==> src/rtl/rr_memory_arbiter.sv <==
// Round-robin arbiter sharing one memory bus among NUM_PORTS requesters,
// with a per-transaction watchdog that aborts hung accesses with an error response.
//
//   state   | meaning
//   --------+----------------------------------------------------------
//   S_IDLE  | no owner; pick next valid requester starting at ptr
//   S_ISSUE | latched request driven to memory, waiting for mem_ready_i
//   S_RESP  | one-cycle ready (and error) pulse to the owner
module rr_memory_arbiter #(
  parameter int NUM_PORTS      = 4,
  parameter int ADDR_WIDTH     = 32,
  parameter int DATA_WIDTH     = 32,
  parameter int TIMEOUT_CYCLES = 256
) (
  input  logic                             clk_i,
  input  logic                             reset_i,
  input  logic [NUM_PORTS-1:0]             req_valid_i,
  input  logic [NUM_PORTS-1:0]             req_write_i,
  input  logic [NUM_PORTS*ADDR_WIDTH-1:0]  req_addr_i,
  input  logic [NUM_PORTS*DATA_WIDTH-1:0]  req_wr_data_i,
  output logic [NUM_PORTS-1:0]             req_ready_o,
  output logic [NUM_PORTS-1:0]             req_error_o,
  output logic [DATA_WIDTH-1:0]            req_rd_data_o,
  output logic                             mem_valid_o,
  output logic                             mem_write_o,
  output logic [ADDR_WIDTH-1:0]            mem_addr_o,
  output logic [DATA_WIDTH-1:0]            mem_wr_data_o,
  input  logic                             mem_ready_i,
  input  logic [DATA_WIDTH-1:0]            mem_rd_data_i,
  output logic [NUM_PORTS-1:0]             grant_o,
  output logic                             busy_o
);

  localparam int IDX_W = (NUM_PORTS > 1) ? $clog2(NUM_PORTS) : 1;
  localparam int TMR_W = $clog2(TIMEOUT_CYCLES) + 1;
  localparam logic [TMR_W-1:0] TMR_LAST =
    (TIMEOUT_CYCLES == 0) ? '0 : TMR_W'(TIMEOUT_CYCLES - 1);
  localparam logic [IDX_W-1:0] LAST_PORT = IDX_W'(NUM_PORTS - 1);

  typedef enum logic [1:0] {S_IDLE, S_ISSUE, S_RESP} state_t;

  state_t                 state_q, state_d;
  logic [IDX_W-1:0]       ptr_q, ptr_d;
  logic [IDX_W-1:0]       win_q, win_d;
  logic                   write_q, write_d;
  logic [ADDR_WIDTH-1:0]  addr_q, addr_d;
  logic [DATA_WIDTH-1:0]  wdata_q, wdata_d;
  logic [TMR_W-1:0]       timer_q, timer_d;
  logic                   err_q, err_d;
  logic [DATA_WIDTH-1:0]  rdata_q, rdata_d;

  logic                   pick_found;
  logic [IDX_W-1:0]       pick_idx;
  logic [IDX_W-1:0]       cand_idx;
  int                     cand;
  logic                   pick_write;
  logic [ADDR_WIDTH-1:0]  pick_addr;
  logic [DATA_WIDTH-1:0]  pick_wdata;

  // Rotating priority search: ptr, ptr+1, ... wrapping at NUM_PORTS.
  always_comb begin
    pick_found = 1'b0;
    pick_idx   = ptr_q;
    cand       = 0;
    cand_idx   = '0;
    for (int i = 0; i < NUM_PORTS; i++) begin
      cand = int'(ptr_q) + i;
      if (cand >= NUM_PORTS) cand = cand - NUM_PORTS;
      cand_idx = IDX_W'(cand);
      if (!pick_found && req_valid_i[cand_idx]) begin
        pick_found = 1'b1;
        pick_idx   = cand_idx;
      end
    end
  end

  // Constant-index mux keeps the part-selects static.
  always_comb begin
    pick_write = 1'b0;
    pick_addr  = '0;
    pick_wdata = '0;
    for (int k = 0; k < NUM_PORTS; k++) begin
      if (pick_idx == IDX_W'(k)) begin
        pick_write = req_write_i[k];
        pick_addr  = req_addr_i[k*ADDR_WIDTH +: ADDR_WIDTH];
        pick_wdata = req_wr_data_i[k*DATA_WIDTH +: DATA_WIDTH];
      end
    end
  end

  always_comb begin
    state_d = state_q;
    ptr_d   = ptr_q;
    win_d   = win_q;
    write_d = write_q;
    addr_d  = addr_q;
    wdata_d = wdata_q;
    timer_d = timer_q;
    err_d   = err_q;
    rdata_d = rdata_q;
    case (state_q)
      S_IDLE: begin
        if (pick_found) begin
          state_d = S_ISSUE;
          win_d   = pick_idx;
          write_d = pick_write;
          addr_d  = pick_addr;
          wdata_d = pick_wdata;
          timer_d = '0;
        end
      end
      S_ISSUE: begin
        if (mem_ready_i) begin
          state_d = S_RESP;
          rdata_d = mem_rd_data_i;
          err_d   = 1'b0;
        end else if ((TIMEOUT_CYCLES != 0) && (timer_q == TMR_LAST)) begin
          state_d = S_RESP;
          rdata_d = '0;
          err_d   = 1'b1;
        end else begin
          timer_d = timer_q + 1'b1;
        end
      end
      S_RESP: begin
        state_d = S_IDLE;
        ptr_d   = (win_q == LAST_PORT) ? '0 : win_q + 1'b1;
      end
      default: state_d = S_IDLE;
    endcase
  end

  always_ff @(posedge clk_i or posedge reset_i) begin
    if (reset_i) begin
      state_q <= S_IDLE;
      ptr_q   <= '0;
      win_q   <= '0;
      write_q <= 1'b0;
      addr_q  <= '0;
      wdata_q <= '0;
      timer_q <= '0;
      err_q   <= 1'b0;
      rdata_q <= '0;
    end else begin
      state_q <= state_d;
      ptr_q   <= ptr_d;
      win_q   <= win_d;
      write_q <= write_d;
      addr_q  <= addr_d;
      wdata_q <= wdata_d;
      timer_q <= timer_d;
      err_q   <= err_d;
      rdata_q <= rdata_d;
    end
  end

  // Outputs decode registered state only; no input-to-output paths.
  always_comb begin
    grant_o     = '0;
    req_ready_o = '0;
    req_error_o = '0;
    for (int k = 0; k < NUM_PORTS; k++) begin
      if (win_q == IDX_W'(k)) begin
        grant_o[k]     = (state_q == S_ISSUE);
        req_ready_o[k] = (state_q == S_RESP);
        req_error_o[k] = (state_q == S_RESP) && err_q;
      end
    end
  end

  assign mem_valid_o   = (state_q == S_ISSUE);
  assign mem_write_o   = (state_q == S_ISSUE) && write_q;
  assign mem_addr_o    = (state_q == S_ISSUE) ? addr_q  : '0;
  assign mem_wr_data_o = (state_q == S_ISSUE) ? wdata_q : '0;
  assign req_rd_data_o = rdata_q;
  assign busy_o        = (state_q != S_IDLE);

endmodule

==> config.mk <==
export PLATFORM = sky130hd
export DESIGN_NAME = rr_memory_arbiter
export DESIGN_NICKNAME = d
export VERILOG_FILES = /design/src/rtl/rr_memory_arbiter.sv
export SDC_FILE = /design/constraint.sdc
export NUM_CORES = 1
export LEC_CHECK = 0
export ABC_AREA = 0
export BUFFER_PORTS_ARGS = -buffer_cell sky130_fd_sc_hd__buf_2
export CORE_AREA = 2 2 158 160
export CTS_CLUSTER_DIAMETER = 200
export DETAILED_ROUTE_END_ITERATION = 6
export DIE_AREA = 0 0 160 162
export GPL_TIMING_DRIVEN = 0
export SETUP_SLACK_MARGIN = 0.4
export SYNTH_ARGS = -nofsm -noshare
export SYNTH_HDL_FRONTEND = slang
export SYNTH_SLANG_ARGS = --single-unit
==> constraint.sdc <==
create_clock -name clk_i -period 5.1 [get_ports clk_i]
set_clock_uncertainty 0.1 [all_clocks]
set_input_delay 0.255 -clock clk_i [delete_from_list [all_inputs] [get_ports clk_i]]
set_output_delay 0.255 -clock clk_i [all_outputs]
set_load 0.005 [all_outputs]
After elaboration in Yosys (flattened, before gate mapping)
Cells that the tools add are included. Widths: inputs -> output; s select.

Add/subtract/negate cells: 9. Reductions and logical operators: 18. Equality and inequality tests: 13. Magnitude comparators: 8. Muxes and demuxes: 59.

Operators with widths (count): $mux 32 (12); $mux 9 (3); $mux 1 (26); $mux 2 (12); $pmux 9 s2 (1); $lt 2x3->1 const B (4); $eq 2x2->1 const B (5); $add 9x1->9 const B (1); $eq 9x8->1 const B (1); $ge 3x3->1 const B (3); $bmux 1 s2 (4); $sub 2x1->2 const B (4); $add 2x2->3 const B (2); $eq 2x1->1 const B (3); $logic_not 2->1 (3); $ne 2x2->1 const B (3); $reduce_and 2->1 (3); $reduce_bool 2->1 (3); $logic_and 1x1->1 (5); $pmux 2 s2 (1); $reduce_and 4->1 (1); $add 2x1->3 const B (1); $ge 2x3->1 const B (1); $logic_not 1->1 (3); 2 further kinds (2).

Bits of input ports: 299. Register bits: 113. Logic and storage cells: 116.

Longest topological paths before layout
Word-level depth: 19. Gate-level depth with buffers: 9. Gate-level depth less buffers: 9.

Worst setup path before layout
OpenSTA, ideal clock, no wires.

Kind: register to register. From: register timer_q[0]. To: register timer_q[5]. Setup time: 0.132 ns. Data required time: 4.868 ns. Arrival: 2.218 ns. Cell stages (with the launch flop): 10. Slack: 2.650 ns. Period minus slack after synthesis: 2.450 ns. Path through: dfrtp_1 ha_1 and3_1 and3_1 ha_1 or4b_1 nor2_1 nand3_1 xor2_1 nor2_1.

Longest elaborated chain between the ends: 4. Elaborated cells between the ends (all ways): 7.

RTL lines: from (decl) (RTL line 48) `logic [TMR_W-1:0] timer_q, timer_d;`; from (signal assigned) (RTL line 151) `timer_q <= timer_d;`; $add 9x1->9 (RTL line 122) `timer_d = timer_q + 1'b1;`; $mux 9 (RTL line 117) `end else if ((TIMEOUT_CYCLES != 0) && (timer_q == TMR_LAST)) begin`; $mux 9 (RTL line 113) `if (mem_ready_i) begin`; $pmux 9 s2 (RTL line 101) `case (state_q)`.

Parallel ways exist; a longest one is shown, timed or not. The select of a mux whose other input is x is not followed. A chain may end at the register's enable or synchronous reset.

Worst setup path in the final report
From: register state_q[1]. To: output port mem_wr_data_o[10].

Longest elaborated chain between the ends: 2.

RTL lines: from (decl) (RTL line 42) `state_t state_q, state_d;`; from (signal assigned) (RTL line 145) `state_q <= state_d;`; $eq 2x1->1 (RTL line 174) `assign mem_wr_data_o = (state_q == S_ISSUE) ? wdata_q : '0;`; $mux 32 (RTL line 174); to (decl) (RTL line 27) `output logic [DATA_WIDTH-1:0] mem_wr_data_o,`.

Every way passes these cells.

==> impl_results.md <==
- Power Dens Cells: 482 mW/mm^2
- DRC viols: 0
- RSZ-0062 raised after global routing: no
- Synth Area per Inst: 10.4 sq um
- Sequential cell area fraction in the yosys report: 0.387
- Row Count: 57
- Die H: 162 um
- Root buf cell: clkbuf_16
- Main combinational cell family by area after synthesis: compound AO/OA/AOI/OAI gates
- R2R cell count: 6
- Hold_ws: 0.0792 ns
- Post-synth top area share: 0.387
- Slew headroom: 0.271
- Vias per cell: 4.99
- Clk sinks: 113
- Synth warn: 0
- Vias in the first global route: 7733
- Startpoint types: register
- CP Cell Sequence: nand2b_1 -> inv_1 -> clkbuf_1 -> clkbuf_1 -> and2_1 -> buf_2
- Most frequent cells in the layout: 423 x buf_2, 113 x dfrtp_1, 79 x a211oi_2
- Clock network fraction of total power: 0.235
- Routed WL: 29300 um
- Ports: 410
- CP Capture Type: output pin
- Post-synthesis xor/xnor area fraction: 0.00360
- CP most frequent cell: clkbuf_1
- Clk slew on worst S/H paths: 0.06 ns
- Setup-failing EPs final: 0
- Max-Cap Viols: 0
- Synth Area in Simple Gates: 0.210
- Post-CTS Setup Inserts: 0
- Sw Share: 0.409
- Final Util: 0.445
- Top cells by area, synth: dfrtp_1 39%, a211oi_2 14%, mux2i_1 8.9%
- Die area: 0.0259 sq mm
- H-tree levels: 4
- CP max-delay cell: clkbuf_1
- Final period utilization: 0.589
- Syn Inst Count: 702
- Fin. Hold Viols: 0
- Worst Tran Pin Value: 1.09 ns
- Hold path cells: 3
- Worst vdd rail ir drop: 0.198 mV
- Cell internal pwr: 3.05 mW
- Leakage: 5.03 nW
- Mux contribution to synthesized area: 0.0921
- Share of post-route cells with drive strength above 1: 0.472
- Core area: 0.0241 sq mm
- Antenna violations before repair: 1
- Hpwl dp: 22200 um
- DRT iter0 DRCs: 466
- Yosys cell types: 35
- Die Width: 160 um
- Bufs on Longest Clock Path: 2
- Clock latency on the worst-skew pair: 0.42 ns
- Area Overhead vs Synth: 46.7%
- GP Congestion: 0.815
- CTS buffer count: 17
- Psw: 2.11 mW
- Crit path time final: 3.00 ns
- Synth Area in Compound Gates: 0.241
- First-pass GRT wire length: 44300 um
- Final setup margin: 2.10 ns
- Post-CTS Hold Buffers: 33
- Synth Net Count: 1007
- Routed wire length per instance: 19.5 um
- GRT Util Overall: 0.223
- Post_cts resized: 0
- Leading area contributor after synthesis: dfrtp_1
- Largest net degree at the start of global routing: 68
- Flop pwr share: 0.285
- Max-slew violations: 0
- Status: finished, final reports clean
- Worst Hold Class: in -> reg
- Final nets: 1469
- Post-synthesis adder-cell area fraction: 0.0103
- Part of the power in combinational logic: 0.480
- Mapped Area: 0.00731 sq mm
- Port buffer count: 409
- WP data required: 4.74 ns
- Number of detailed-route iterations in the first pass: 5
- Fin Setup TNS: 0 ns
- TritonCTS clock tree: done
- Initial cell density of the core: 0.303
- Commonest non-fill, non-tap cell in the layout: buf_2
- CP arrival: 2.65 ns
- Crit-path max cell delay: 0.58 ns
- Vias: 7506
- Gr ovfl total: 0
- Flops & latches, synth: 113
- Number of nets with antenna violations after detailed routing: 0
- CP Max Fanout: 11
- Pre-CTS setup slack: 2.22 ns
- Fmax: 0.333 GHz
- CP Class: reg -> out
==> synthesized netlist by cell type <==
cell type  number
a211oi_1       52
a211oi_2       79
a21o_1          1
a21oi_1         3
a22o_1         32
and2_1         74
and3_1          8
buf_2          14
buf_4           7
buf_6           9
clkbuf_1       42
dfrtp_1       113
ha_1            6
inv_1           8
mux2_2          2
mux2i_1        65
nand2_1         7
nand2b_1        4
nand3_1         5
nand3b_1        1
nor2_1         76
nor2b_1         3
nor3_2          1
nor4_1          1
nor4b_1        65
o2111ai_1       1
o21a_1          1
o21ai_0        11
o21ai_1         1
or2_1           2
or2b_1          1
or3_1           3
or4b_1          1
xnor2_1         1
xor2_1          2
==> kinds of logic after synthesis <==
logic type	after synthesis
mux	67
simple gates	252
xor+xnor	3
flops	113
buf+inv	80
compound gates	181
fa+ha+maj	6
==> power groups by stage <==
stage               Sequential (mW)  Combinational (mW)  Clock [mW]
floorplan                      1.43                1.57           0
global placement               1.47                2.45           0
detailed placement             1.48                2.48           0
CTS                            1.47                2.50        1.24
global route                   1.52                2.71        1.28
finish                         1.47                2.48        1.21
==> worst max-delay path, delay by kind of cell (launching register included) <==
family                 cells  cell delay, ns
buffers and inverters      4            1.37
AND/OR/NAND/NOR            2            0.47
flip-flops                 1            0.40
==> per-layer routing <==
| metal | vias up | part of all wire | GRT usage |
|---|---|---|---|
| met4 | 2 | 0.023 | 0.0721 |
| met1 | 3568 | 0.43 | 0.287 |
| met2 | 337 | 0.49 | 0.372 |
| met3 | 42 | 0.063 | 0.0495 |
| li1 | 3557 | - | - |
| met5 | - | 0.00044 | 0 |
==> registers in the layout, summed over array words and instances (netlist names) <==
register       flops
req_rd_data_o     32
addr_q            32
wdata_q           32
ptr_q              2
timer_q            9
err_q              1
write_q            1
state_q            2
win_q              2
==> final timing paths <==
kind / endpoint / from / slack (ns)
max: mem_wr_data_o[10] / state_q[1]$_DFFE_PP0P_ / 2.10
min: addr_q[26]$_DFFE_PP0P_ / req_addr_i[26] / 0.08
max reg2reg: addr_q[3]$_DFFE_PP0P_ / state_q[0]$_DFFE_PP0P_ / 2.18
min reg2reg: req_rd_data_o[13]$_DFFE_PP0P_ / req_rd_data_o[13]$_DFFE_PP0P_ / 0.39
max in group asynchronous: wdata_q[19]$_DFFE_PP0P_ / reset_i / 3.86
min in group asynchronous: req_rd_data_o[11]$_DFFE_PP0P_ / reset_i / 0.33
==> layout make-up <==
class | instances | area, sq um
Antenna cell | 2 | 5.00
Multi-Input combinational cell | 509 | 4070
Tap cell | 324 | 405
Clock buffer | 17 | 425
Clock inverter | 15 | 165
Sequential cell | 113 | 2830
Buffer | 72 | 382
Timing Repair Buffer | 443 | 2400
Fill cell | 2391 | 13400
Inverter | 8 | 35.0
==> stage by stage <==
| step | instances | instance area [sq um] | total power [mW] |
|---|---|---|---|
| 2_1_floorplan | 702 | 7310 | 3.00 |
| 3_3_place_gp | 1435 | 9760 | 3.92 |
| 3_5_place_dp | 1436 | 9790 | 3.96 |
| 4_1_cts | 1501 | 10700 | 5.21 |
| 5_1_grt | 1501 | 10700 | 5.51 |
| 6_report | 1503 | 10700 | 5.16 |
(Power assumes the default switching activity.)
